### src/rtl/nonogram_pkg.sv
// Shared constants, state encoding and sizing helper for the solution serializer.
package nonogram_pkg;

    localparam int         MAX_ROWS_DEF = 16;
    localparam int         MAX_COLS_DEF = 16;
    localparam logic [7:0] HEADER_DEF   = 8'hA5;

    typedef enum logic [2:0] {
        IDLE,
        HDR,
        ROWS,
        COLS,
        PAYLOAD,
        CHK
    } ser_state_t;

    // Number of payload bytes needed to carry one row of 'cols' cells.
    function automatic int bytes_per_row(input int cols);
        return (cols + 7) / 8;
    endfunction

endpackage

### src/rtl/row_byte_mux.sv
// Selects byte 'byte_idx' of one board row and clears bits beyond the board width.
module row_byte_mux #(
    parameter int MAX_COLS = 16,
    parameter int DIM_W    = 5,
    parameter int BI_W     = 1
) (
    input  logic [MAX_COLS-1:0] row,
    input  logic [BI_W-1:0]     byte_idx,
    input  logic [DIM_W-1:0]    cols,
    output logic [7:0]          slice
);

    // Gather columns 8*byte_idx .. 8*byte_idx+7, LSB = lowest column, masked at cols.
    always_comb begin
        // NOTE: default assignment first so every path drives slice and no latch is inferred.
        slice = '0;
        for (int c = 0; c < MAX_COLS; c++) begin
            if ((c / 8) == int'(byte_idx) && c < int'(cols)) begin
                slice[c % 8] = row[c];
            end
        end
    end

endmodule

### src/rtl/solution_serializer.sv
// Snapshots a solved board and streams it as HEADER, rows, cols, payload, XOR checksum.
module solution_serializer
    import nonogram_pkg::*;
#(
    parameter int         MAX_ROWS = MAX_ROWS_DEF,
    parameter int         MAX_COLS = MAX_COLS_DEF,
    parameter logic [7:0] HEADER   = HEADER_DEF,
    parameter int         DIM_W    = $clog2((MAX_ROWS > MAX_COLS) ? MAX_ROWS : MAX_COLS) + 1
) (
    input  logic                               clk,
    input  logic                               rst,
    input  logic                               valid_in,
    input  logic [MAX_ROWS-1:0][MAX_COLS-1:0]  solution,
    input  logic [DIM_W-1:0]                   num_rows,
    input  logic [DIM_W-1:0]                   num_cols,
    input  logic                               byte_ready,
    output logic                               byte_valid,
    output logic [7:0]                         byte_out,
    output logic                               busy,
    output logic                               frame_done,
    output logic                               dim_error,
    output logic                               overrun
);

    localparam int BPR_MAX = bytes_per_row(MAX_COLS);
    localparam int BI_W    = (BPR_MAX > 1) ? $clog2(BPR_MAX) : 1;
    localparam int RI_W    = (MAX_ROWS > 1) ? $clog2(MAX_ROWS) : 1;

    ser_state_t                        state;
    ser_state_t                        next_state;
    logic [MAX_ROWS-1:0][MAX_COLS-1:0] snap_q;
    logic [DIM_W-1:0]                  rows_q;
    logic [DIM_W-1:0]                  cols_q;
    logic [BI_W-1:0]                   last_byte_q;
    logic                              dims_ok_q;
    logic [RI_W-1:0]                   row_idx;
    logic [BI_W-1:0]                   byte_idx;
    logic [7:0]                        chk_q;
    logic [7:0]                        payload_byte;
    logic                              accept;
    logic                              transfer;
    logic                              last_byte;
    logic                              last_row;
    logic                              req_ok;

    assign accept    = valid_in && (state == IDLE);
    assign transfer  = byte_valid && byte_ready;
    assign busy      = (state != IDLE);
    assign last_byte = (byte_idx == last_byte_q);
    assign last_row  = (int'(row_idx) == int'(rows_q) - 1);
    assign req_ok    = (num_rows != '0) && (num_cols != '0) &&
                       (int'(num_rows) <= MAX_ROWS) && (int'(num_cols) <= MAX_COLS);

    row_byte_mux #(
        .MAX_COLS (MAX_COLS),
        .DIM_W    (DIM_W),
        .BI_W     (BI_W)
    ) u_row_byte_mux (
        .row      (snap_q[row_idx]),
        .byte_idx (byte_idx),
        .cols     (cols_q),
        .slice    (payload_byte)
    );

    // Capture the board and its geometry when a request is accepted.
    always_ff @(posedge clk) begin
        // NOTE: the snapshot is pure data qualified by the FSM, so it carries no reset.
        if (accept) begin
            snap_q      <= solution;
            rows_q      <= num_rows;
            cols_q      <= num_cols;
            dims_ok_q   <= req_ok;
            last_byte_q <= BI_W'(bytes_per_row(int'(num_cols)) - 1);
        end
    end

    // State register.
    always_ff @(posedge clk) begin
        // NOTE: sequential state uses non-blocking assignments so all flops update together.
        if (rst) begin
            state <= IDLE;
        end else begin
            state <= next_state;
        end
    end

    // Next-state and frame byte selection; byte_out only changes when the state or counters move.
    always_comb begin
        next_state = state;
        byte_valid = 1'b0;
        byte_out   = 8'h00;
        unique case (state)
            IDLE: begin
                if (valid_in) next_state = HDR;
            end
            HDR: begin
                byte_valid = 1'b1;
                byte_out   = HEADER;
                if (byte_ready) next_state = ROWS;
            end
            ROWS: begin
                byte_valid = 1'b1;
                byte_out   = dims_ok_q ? 8'(rows_q) : 8'h00;
                if (byte_ready) next_state = COLS;
            end
            COLS: begin
                byte_valid = 1'b1;
                byte_out   = dims_ok_q ? 8'(cols_q) : 8'h00;
                if (byte_ready) next_state = dims_ok_q ? PAYLOAD : CHK;
            end
            PAYLOAD: begin
                byte_valid = 1'b1;
                byte_out   = payload_byte;
                if (byte_ready && last_byte && last_row) next_state = CHK;
            end
            CHK: begin
                byte_valid = 1'b1;
                byte_out   = chk_q;
                if (byte_ready) next_state = IDLE;
            end
            default: next_state = IDLE;
        endcase
    end

    // Counters, running checksum and status flags.
    always_ff @(posedge clk) begin
        if (rst) begin
            frame_done <= 1'b0;
            dim_error  <= 1'b0;
            overrun    <= 1'b0;
            chk_q      <= '0;
            row_idx    <= '0;
            byte_idx   <= '0;
        end else begin
            frame_done <= (state == CHK) && transfer;
            if (valid_in && state != IDLE) overrun <= 1'b1;
            if (accept) begin
                dim_error <= !req_ok;
                chk_q     <= '0;
                row_idx   <= '0;
                byte_idx  <= '0;
            end else if (transfer) begin
                chk_q <= chk_q ^ byte_out;
                if (state == PAYLOAD) begin
                    if (last_byte) begin
                        byte_idx <= '0;
                        if (!last_row) row_idx <= row_idx + RI_W'(1);
                    end else begin
                        byte_idx <= byte_idx + BI_W'(1);
                    end
                end
            end
        end
    end

endmodule

### config.mk
export PLATFORM = sky130hd
export DESIGN_NAME = solution_serializer
export DESIGN_NICKNAME = d
export VERILOG_FILES = /design/src/rtl/nonogram_pkg.sv /design/src/rtl/row_byte_mux.sv /design/src/rtl/solution_serializer.sv
export SDC_FILE = /design/constraint.sdc
export NUM_CORES = 1
export LEC_CHECK = 0
export CORE_MARGIN = 2
export CORE_UTILIZATION = 32
export CTS_BUF_LIST = sky130_fd_sc_hd__clkbuf_16
export DETAILED_ROUTE_END_ITERATION = 16
export PLACE_DENSITY = 0.61
export SETUP_SLACK_MARGIN = 0.3
export SLEW_MARGIN = 5
export SYNTH_ARGS = -nofsm -noshare
export SYNTH_HDL_FRONTEND = slang
export SYNTH_HIERARCHICAL = 1
export SYNTH_SLANG_ARGS = --single-unit
### constraint.sdc
create_clock -name clk -period 19.5 [get_ports clk]
set_input_delay 2.925 -clock clk [delete_from_list [all_inputs] [get_ports clk]]
set_output_delay 2.925 -clock clk [all_outputs]
set_load 0.03 [all_outputs]
==> flow_summary.json, run 1 <==
{
  "vias_per_cell": 4.875,
  "path_buf_inv": 2,
  "finalMaxSlewViolations": 0,
  "drive_gt1_share_pct": 11.86,
  "avgRoutedWirePerCell_um": 21.27,
  "drc": 0,
  "yosys.cell_types.count": 54,
  "cp-start-kind": "flip-flop",
  "dieHeight_um": 196.3,
  "hold_path_class": "reg -> reg",
  "die_area_um2": 38520,
  "cts_tree": "done",
  "setup_viol": 0,
  "ctsResizeCount": 0,
  "rsz0062_at_grt": "false",
  "htreeDepth": 1,
  "antenna_found_initial": 4,
  "hold_buffers": 0,
  "via_count": 7268,
  "required_ns": 16.57,
  "grt_pass1_wl_um": 46110,
  "timing.setup.critical_path_class": "reg -> out",
  "drtPass1Iterations": 5,
  "core_area_um2": 36520,
  "syn2layout_area_growth_pct": 36.64,
  "die-width_um": 196.3,
  "synth-seq-cells": 287,
  "clk_latency_ns": 0.55,
  "period_minus_slack_ns": 7.725,
  "fin_util_pct": 44.25,
  "clk_pin_slew_ns": 0.06,
  "routed_wl_um": 31710,
  "critPathMaxFanout": 57,
  "rows": 70,
  "crit_path_top_delay_cell": "dfxtp_4",
  "grt_pass1_vias": 7513,
  "crit_family": "buffers and inverters",
  "max_cap_viol_count": 0,
  "finalCritPeriodShare_pct": 39.61,
  "fin_setup_tns_ns": 0,
  "cts_root_buf": "clkbuf_16",
  "final_cell_mix": "clkdlybuf4s50_1 (282), edfxtp_1 (268), mux2i_1 (63)",
  "tightest_slew_ns": 1.210,
  "num-fill-cells": 3202,
  "initial_core_util_pct": 32.38,
  "postCtsSetupBuffers": 0,
  "avgSynthCellArea_um2": 16.64,
  "max_stage_delay_ns": 0.98,
  "synth_enable_flop_cells": 268,
  "fin_skew_ns": 0.01035,
  "synthArstFlopShare_pct": 0,
  "critPathCaptureType": "output pin",
  "cp_cell_sequence": "buf_4 -> mux2i_1 -> a221oi_1 -> a22oi_1 -> nand2_1 -> mux2i_1 -> nor3_1 -> a22oi_1 -> o22ai_1 -> and2_1 -> clkdlybuf4s50_1",
  "cp.arrival_ns": 4.80,
  "globalplace.congestion": 0.7745,
  "io_buffers": 282,
  "drt_iter0_drc": 474,
  "io_pins": 283,
  "fmax_mhz": 129.5,
  "relSlewSlack_pct": 19.37,
  "netlist_area_um2": 11830,
  "ys_warn_count": 6,
  "ant_nets": 0,
  "cts-buffers-inserted": 31,
  "synthesis.nets": 985,
  "leakage_nw": 5.241,
  "clk_path_buf_depth": 3,
  "grt_max_degree": 189,
  "layout_commonest_cell": "clkdlybuf4s50_1",
  "synth_seq_area_share_pct": 71.26,
  "hold_viol": 0,
  "grt_usage_pct": 16.12,
  "final_nets": 1270,
  "status": "complete, no violations",
  "p_per_area_nw_per_um2": 118.6,
  "dpl.hpwl_um": 22480,
  "grt_overflow": 0,
  "vdd.ir_drop.worst_uv": 96.90,
  "synthCells": 711,
  "ys.flop_type": "edfxtp_1",
  "clock-sinks": 287
}
metal layers:
layer,up-vias,wire [µm],GRT usage [%],part of all wire [%]
met3,34,1825,3.490,5.8
met2,216,15970,27.72,50
met4,4,411,3.563,1.3
li1,3427,-,-,-
met1,3587,13440,20.88,42
met5,-,68,1.022,0.21
metrics by stage:
| step | hold slack (ns) | area [µm²] | power [mW] | setup WS (ns) | instances |
|---|---|---|---|---|---|
| 3_3_place_gp | 0.4505 | 15130 | 1.342 | 12.23 | 1431 |
| 4_1_cts | 0.4738 | 16150 | 1.938 | 11.59 | 1488 |
| 3_5_place_dp | 0.4570 | 15130 | 1.348 | 12.21 | 1431 |
| 5_1_grt | 0.4924 | 16160 | 2.006 | 11.31 | 1491 |
| 2_1_floorplan | 0.4769 | 11840 | 1.221 | 6.420 | 711 |
| 6_report | 0.4676 | 16160 | 1.917 | 11.78 | 1491 |
tightest hold or removal path, delay by kind of cell, from the launching register on:
kind | cells | cell delay, ns
and+or+nand+nor | 1 | 0.07
AOI/OAI and AO/OA | 1 | 0.04
DFF | 1 | 0.33
final cells by class:
| class | count | area (µm²) | area share, % |
|---|---|---|---|
| antenna | 3 | 7.507 | 0.04645 |
| clock buffer | 31 | 775.7 | 4.800 |
| tap | 468 | 585.6 | 3.623 |
| inverter | 7 | 26.28 | 0.1626 |
| clock inverter | 26 | 244.0 | 1.510 |
| timing repair buffer | 290 | 2895 | 17.91 |
| multi-input combinational | 379 | 3193 | 19.76 |
| sequential | 287 | 8434 | 52.19 |
path summary, 6_finish.rpt:
kind	startpoint	to	slack (ns)	depth (start not counted)
setup / recovery	row_idx[0]	byte_out[2]	11.78	11
hold / removal	overrun	overrun	0.47	2
setup reg to reg	row_idx[0]	chk_q[7]	15.58	11
hold reg to reg	overrun	overrun	0.47	2
Yosys cell counts (all sizes together) (2+ instances only):
cell | number | area share (%)
edfxtp | 268 | 68
inv | 7 | 0.22
nand4 | 2 | 0.11
nor4b | 2 | 0.20
xnor2 | 7 | 0.52
and2 | 6 | 0.32
clkbuf | 16 | 0.51
ha | 4 | 0.42
o21ai | 43 | 1.8
nor2b | 4 | 0.21
nand2 | 35 | 1.1
mux4 | 32 | 6.1
nand3 | 6 | 0.25
nor2 | 18 | 0.57
o21a | 4 | 0.25
a31oi | 5 | 0.26
buf | 22 | 1.2
nor3 | 9 | 0.38
xor2 | 7 | 0.52
a31o | 2 | 0.15
nand2b | 8 | 0.42
nor3b | 2 | 0.17
or3 | 3 | 0.16
a221oi | 17 | 1.3
mux2i | 63 | 5.3
nand3b | 3 | 0.19
a22oi | 18 | 1.1
mux2 | 16 | 1.5
or2 | 5 | 0.26
nor4 | 3 | 0.16
dfxtp | 19 | 3.2
a211oi | 4 | 0.25
o311ai | 2 | 0.15
a21oi | 32 | 1.4
o22ai | 6 | 0.32
power by group:
group,switching (mW),total (mW),internal [mW]
clock,0.242,0.585,0.343
sequential,0.0688,0.962,0.893
combinational,0.212,0.371,0.159
logic make-up (layout without fill, tap and decap cells):
group / after synthesis / in the layout / synth area share, %
XOR/XNOR: 14 / 14 / 1.037
buffers and inverters: 45 / 354 / 1.883
adder cells (fa/ha/maj): 4 / 4 / 0.4232
AND/OR/NAND/NOR: 108 / 108 / 4.655
multiplexers: 111 / 111 / 12.95
other: 0 / 3 / 0
flip-flops: 287 / 287 / 71.26
AO/OA/AOI/OAI: 142 / 142 / 7.796
flip-flops by register name (all words and copies together) (netlist names):
signal / flops
byte_idx: 1
chk_q: 8
cols_q: 5
dim_error: 1
dims_ok_q: 1
frame_done: 1
last_byte_q: 1
overrun: 1
row_idx: 4
rows_q: 5
snap_q: 256
state: 3
Power figures use the tool's default switching activity.
==> run 2, diff against run 1 <==
clock period = 6.7 ns   (was 19.5 ns; I/O delays follow)
==> flow_summary.json, run 2 (synthesis results as in run 1) <==
{
  "status": "complete, no violations",
  "grt_pass1_wl_um": 46190,
  "timing.setup.critical_path_class": "reg -> out",
  "finalMaxSlewViolations": 0,
  "die_area_um2": 38520,
  "clk_path_buf_depth": 3,
  "clock-sinks": 287,
  "place_area_um2": 15160,
  "ant_nets": 0,
  "layout_commonest_cell": "clkdlybuf4s50_1",
  "clk_latency_ns": 0.56,
  "top_register": "snap_q",
  "dpl.hpwl_um": 23060,
  "highest_layer": "met5",
  "rrSetupSlack_ns": 3.22,
  "via_count": 7300,
  "hold-path-cell-count": 2,
  "min_to": "overrun",
  "num-fill-cells": 3164,
  "globalplace.congestion": 0.7939,
  "leakage_nw": 5.251,
  "rsz0062_at_grt": "false",
  "dieHeight_um": 196.3,
  "required_ns": 5.69,
  "grt_overflow": 0,
  "max_cap_viol_count": 0,
  "io_pins": 283,
  "grt_max_degree": 140,
  "hold_path_class": "reg -> reg",
  "drive_gt1_share_pct": 11.69,
  "avgRoutedWirePerCell_um": 21.31,
  "relSlewSlack_pct": 42.53,
  "hold_viol": 0,
  "critPathMaxFanout": 20,
  "postCtsSetupBuffers": 0,
  "fmax_mhz": 187.4,
  "met1Wirelength_um": 12940,
  "final_cell_mix": "clkdlybuf4s50_1 (282), edfxtp_1 (268), mux2i_1 (63)",
  "critPathCaptureType": "output pin",
  "drc": 0,
  "ctsResizeCount": 0,
  "drtPass1Iterations": 5,
  "htreeDepth": 1,
  "core_area_um2": 36520,
  "vias_per_cell": 4.906,
  "regToRegEndpoint": "chk_q[2]",
  "p_sw_share_pct": 27.35,
  "routed_wl_um": 31700,
  "reg2reg_depth": 12,
  "antenna_found_initial": 4,
  "cp.arrival_ns": 4.33,
  "stdcell_area_um2": 16190,
  "register_area_um2": 8434,
  "hold_buffers": 0,
  "vdd.ir_drop.worst_uv": 190.5,
  "die-width_um": 196.3,
  "fin_setup_tns_ns": 0,
  "wl_met2_um": 15800,
  "cts_root_buf": "clkbuf_16",
  "finalCritPeriodShare_pct": 79.63,
  "multi_input_area_um2": 3197,
  "drt_iter0_drc": 411,
  "syn2layout_area_growth_pct": 36.87,
  "cts-buffers-inserted": 30,
  "top_regs": "snap_q: 256 flops, chk_q: 8 flops",
  "cp-start-kind": "flip-flop",
  "grt_usage_pct": 16.20,
  "fin_util_pct": 44.32,
  "comb_power_share_pct": 20.2,
  "p_seq_share_pct": 49.4,
  "period_minus_slack_ns": 5.335,
  "largest_reg_flops": 256,
  "rows": 70,
  "p_int_mw": 4.076,
  "grt_pass1_vias": 7558,
  "worstHoldStart": "overrun",
  "cts_tree": "done",
  "tightest_slew_ns": 0.8621,
  "route.met3.wl_um": 2296,
  "r2r_start": "row_idx[1]",
  "setup_viol": 0,
  "p_sw_mw": 1.535,
  "clk_pin_slew_ns": 0.06,
  "io_buffers": 282,
  "final_nets": 1269,
  "initial_core_util_pct": 32.38,
  "fin_skew_ns": 0.01709,
  "p_per_area_nw_per_um2": 346.6,
  "clockPowerShare_pct": 30.4
}
run 2: changes by cell type in the layout (fill, tap and decap cells not counted), sizes merged:
cell / delta
inv: +4
diode: -1
clkbuf: -1
clkinvlp: +1
bufinv: +1
clkinv: -7
run 2: final cells by class:
type / instances / share of cell area, %
Tap cell: 468 / 3.617
Clock buffer: 30 / 4.638
Timing Repair Buffer: 290 / 18.04
Sequential cell: 287 / 52.10
Inverter: 7 / 0.1623
Clock inverter: 25 / 1.662
Antenna cell: 2 / 0.03092
Multi-Input combinational cell: 379 / 19.75
run 2: per-layer routing:
layer	global-route usage, %	vias to the layer above
met4	4.237	4
met2	27.45	268
li1	-	3424
met5	0	-
met3	3.988	45
met1	20.82	3559
run 2: worst max-delay path: stages (launching register included):
cell             delay, ns
dfxtp_2               0.69
buf_4                 0.42
nand2_1               0.47
o21ai_0               0.29
a21oi_1               0.07
a22oi_1               0.19
nand2_1               0.11
mux2i_1               0.28
nor3_1                0.11
a22oi_1               0.18
o22ai_1               0.12
and2_1                0.23
clkdlybuf4s50_1       0.60
run 2: metrics by stage:
step	worst slack, ns	hold WS (ns)	std cells	power (mW)
after floorplan	-4.460	0.4769	711	3.556
after global placement	1.997	0.4510	1431	3.934
after detailed placement	1.940	0.4632	1431	3.957
after CTS	1.330	0.4796	1486	5.664
after global routing	1.101	0.5046	1488	5.862
final	1.365	0.4738	1488	5.611
run 2: power by group through the flow:
stage / registers [mW] / clock network, mW / logic, mW
final: 2.77 / 1.70 / 1.13
after global routing: 2.82 / 1.81 / 1.23
after CTS: 2.77 / 1.74 / 1.15
after detailed placement: 2.81 / 0 / 1.15
after global placement: 2.79 / 0 / 1.14
after floorplan: 2.87 / 0 / 0.689
run 2: worst max-delay path by stage:
stage	slack, ns	depth (start not counted)	to	startpoint
final	1.36	12	byte_out[2]	row_idx[1]
after global routing	1.10	12	byte_out[0]	row_idx[1]
after CTS	1.33	12	byte_out[2]	row_idx[1]
after detailed placement	1.94	12	byte_out[2]	row_idx[1]
after global placement	2.00	12	byte_out[2]	row_idx[1]
after floorplan	-4.46	5	chk_q[0]	valid_in
==> run 3, diff against run 2 <==
clock period = 4.6 ns   (was 6.7 ns; I/O delays follow)
==> flow_summary.json, run 3 (synthesis results as in run 1) <==
{
  "status": "complete, no violations",
  "grt-busiest-layer": "met2",
  "antenna_found_initial": 4,
  "required_ns": 3.91,
  "top_regs": "snap_q: 256 flops, chk_q: 8 flops",
  "worst-path-stages": 11,
  "grtUsageMet2_pct": 28.65,
  "grt_pass1_wl_um": 47710,
  "relSlewSlack_pct": 28.41,
  "clk_latency_ns": 0.55,
  "cp_cell_sequence": "and2_1 -> buf_4 -> a221oi_1 -> a22oi_1 -> nand2_1 -> mux2i_1 -> a21oi_1 -> a22oi_1 -> o22ai_1 -> and2_1 -> buf_4",
  "clk_path_buf_depth": 3,
  "path_buf_inv": 2,
  "hold_viol": 0,
  "layout_commonest_cell": "clkdlybuf4s50_1",
  "rows": 70,
  "p_per_area_nw_per_um2": 495.8,
  "max_stage_delay_ns": 0.63,
  "routed_wl_um": 32870,
  "die-width_um": 196.3,
  "hold-path-cell-count": 2,
  "grt_overflow": 0,
  "final_cell_mix": "clkdlybuf4s50_1 (274), edfxtp_1 (268), mux2i_1 (63)",
  "grt_usage_pct": 16.79,
  "drtPass1Iterations": 5,
  "globalplace.congestion": 0.8035,
  "hold_path_class": "reg -> reg",
  "finalMaxSlewViolations": 0,
  "final_nets": 1279,
  "initial_core_util_pct": 32.38,
  "critPathMaxFanout": 13,
  "cts_tree": "done",
  "gr-usage-met3_pct": 4.177,
  "fin_hold_ws_ns": 0.4800,
  "fin_setup_tns_ns": 0,
  "vdd.ir_drop.worst_uv": 318.7,
  "cts-buffers-inserted": 31,
  "dpl_worst_slack_ns": 0.5216,
  "dpl.hpwl_um": 23730,
  "finalCritPeriodShare_pct": 88.86,
  "max_cap_viol_count": 0,
  "clk_pin_slew_ns": 0.06,
  "htreeDepth": 1,
  "vias_per_cell": 4.916,
  "grt_max_degree": 140,
  "die_area_um2": 38520,
  "tightest_slew_ns": 1.072,
  "leakage_nw": 5.326,
  "avgRoutedWirePerCell_um": 21.96,
  "fin_skew_ns": 0.007596,
  "worst_slack_ns": 0.5125,
  "cp-start-kind": "flip-flop",
  "io_pins": 283,
  "ant_nets": 0,
  "cp.arrival_ns": 3.40,
  "drc": 0,
  "cts_root_buf": "clkbuf_16",
  "top_register": "snap_q",
  "clock-sinks": 287,
  "io_buffers": 282,
  "grt_pass1_vias": 7737,
  "largest_reg_flops": 256,
  "rsz0062_at_grt": "true",
  "via_count": 7359,
  "crit_path_top_delay_cell": "dfxtp_1",
  "fin_util_pct": 44.43,
  "dieHeight_um": 196.3,
  "finalPower_mw": 8.046,
  "setup_viol": 0,
  "use_met1_pct": 21.35,
  "timing.setup.critical_path_class": "reg -> out",
  "reg2reg_depth": 11,
  "crit_family": "simple AND/OR/NAND/NOR gates",
  "syn2layout_area_growth_pct": 37.21,
  "drive_gt1_share_pct": 12.94,
  "period_minus_slack_ns": 4.087,
  "core_area_um2": 36520,
  "critPathCaptureType": "output pin",
  "drt_iter0_drc": 535,
  "fmax_mhz": 244.6
}
[run 3: power breakdown]
group / switching (mW) / internal (mW) / leakage, nW
combinational: 0.942 / 0.688 / 2.12
sequential: 0.290 / 3.78 / 2.69
clock: 0.972 / 1.38 / 0.511
total: 2.20 / 5.84 / 5.33
[run 3: routing by layer]
layer / share of wire [%] / up-vias
li1: - / 3431
met1: 40 / 3621
met2: 50 / 245
met3: 7.0 / 56
met4: 2.4 / 6
met5: 0.10 / -
[run 3: worst paths after layout]
check,start,endpoint,slack [ns]
min reg2reg,overrun,overrun,0.48
max,row_idx[2],byte_out[0],0.51
min,overrun,overrun,0.48
max reg2reg,row_idx[2],chk_q[0],1.63
[run 3: what timing repair did]
action,in CTS,in global routing
buffers inserted,1,1
hold buffers,0,0
setup endpoints to repair,5,4
gates resized for setup,2,3
gates cloned,1,0
[run 3: area by class of cell]
| class | instances | area [µm²] |
|---|---|---|
| fillers | 3209 | 20290 |
| flip-flops and latches | 287 | 8437 |
| multi-input cells | 380 | 3221 |
| repair buffers | 298 | 2997 |
| clock buffers | 31 | 775.7 |
| well taps | 468 | 585.6 |
| clock inverters | 25 | 183.9 |
| inverters | 7 | 26.28 |
| diodes | 1 | 2.502 |
[run 3: worst register-to-register path, delay by kind of cell, from the launching register on]
kind / cells / cell delay (ns)
compound gates: 6 / 0.95
simple gates: 3 / 0.78
flops: 1 / 0.63
buf+inv: 1 / 0.26
mux: 1 / 0.25
[run 3: through the flow]
step                std cells  instance area, µm²
global route             1497               16230
finish                   1497               16230
floorplan                 711               11840
CTS                      1495               16200
global placement         1437               15200
detailed placement       1437               15200
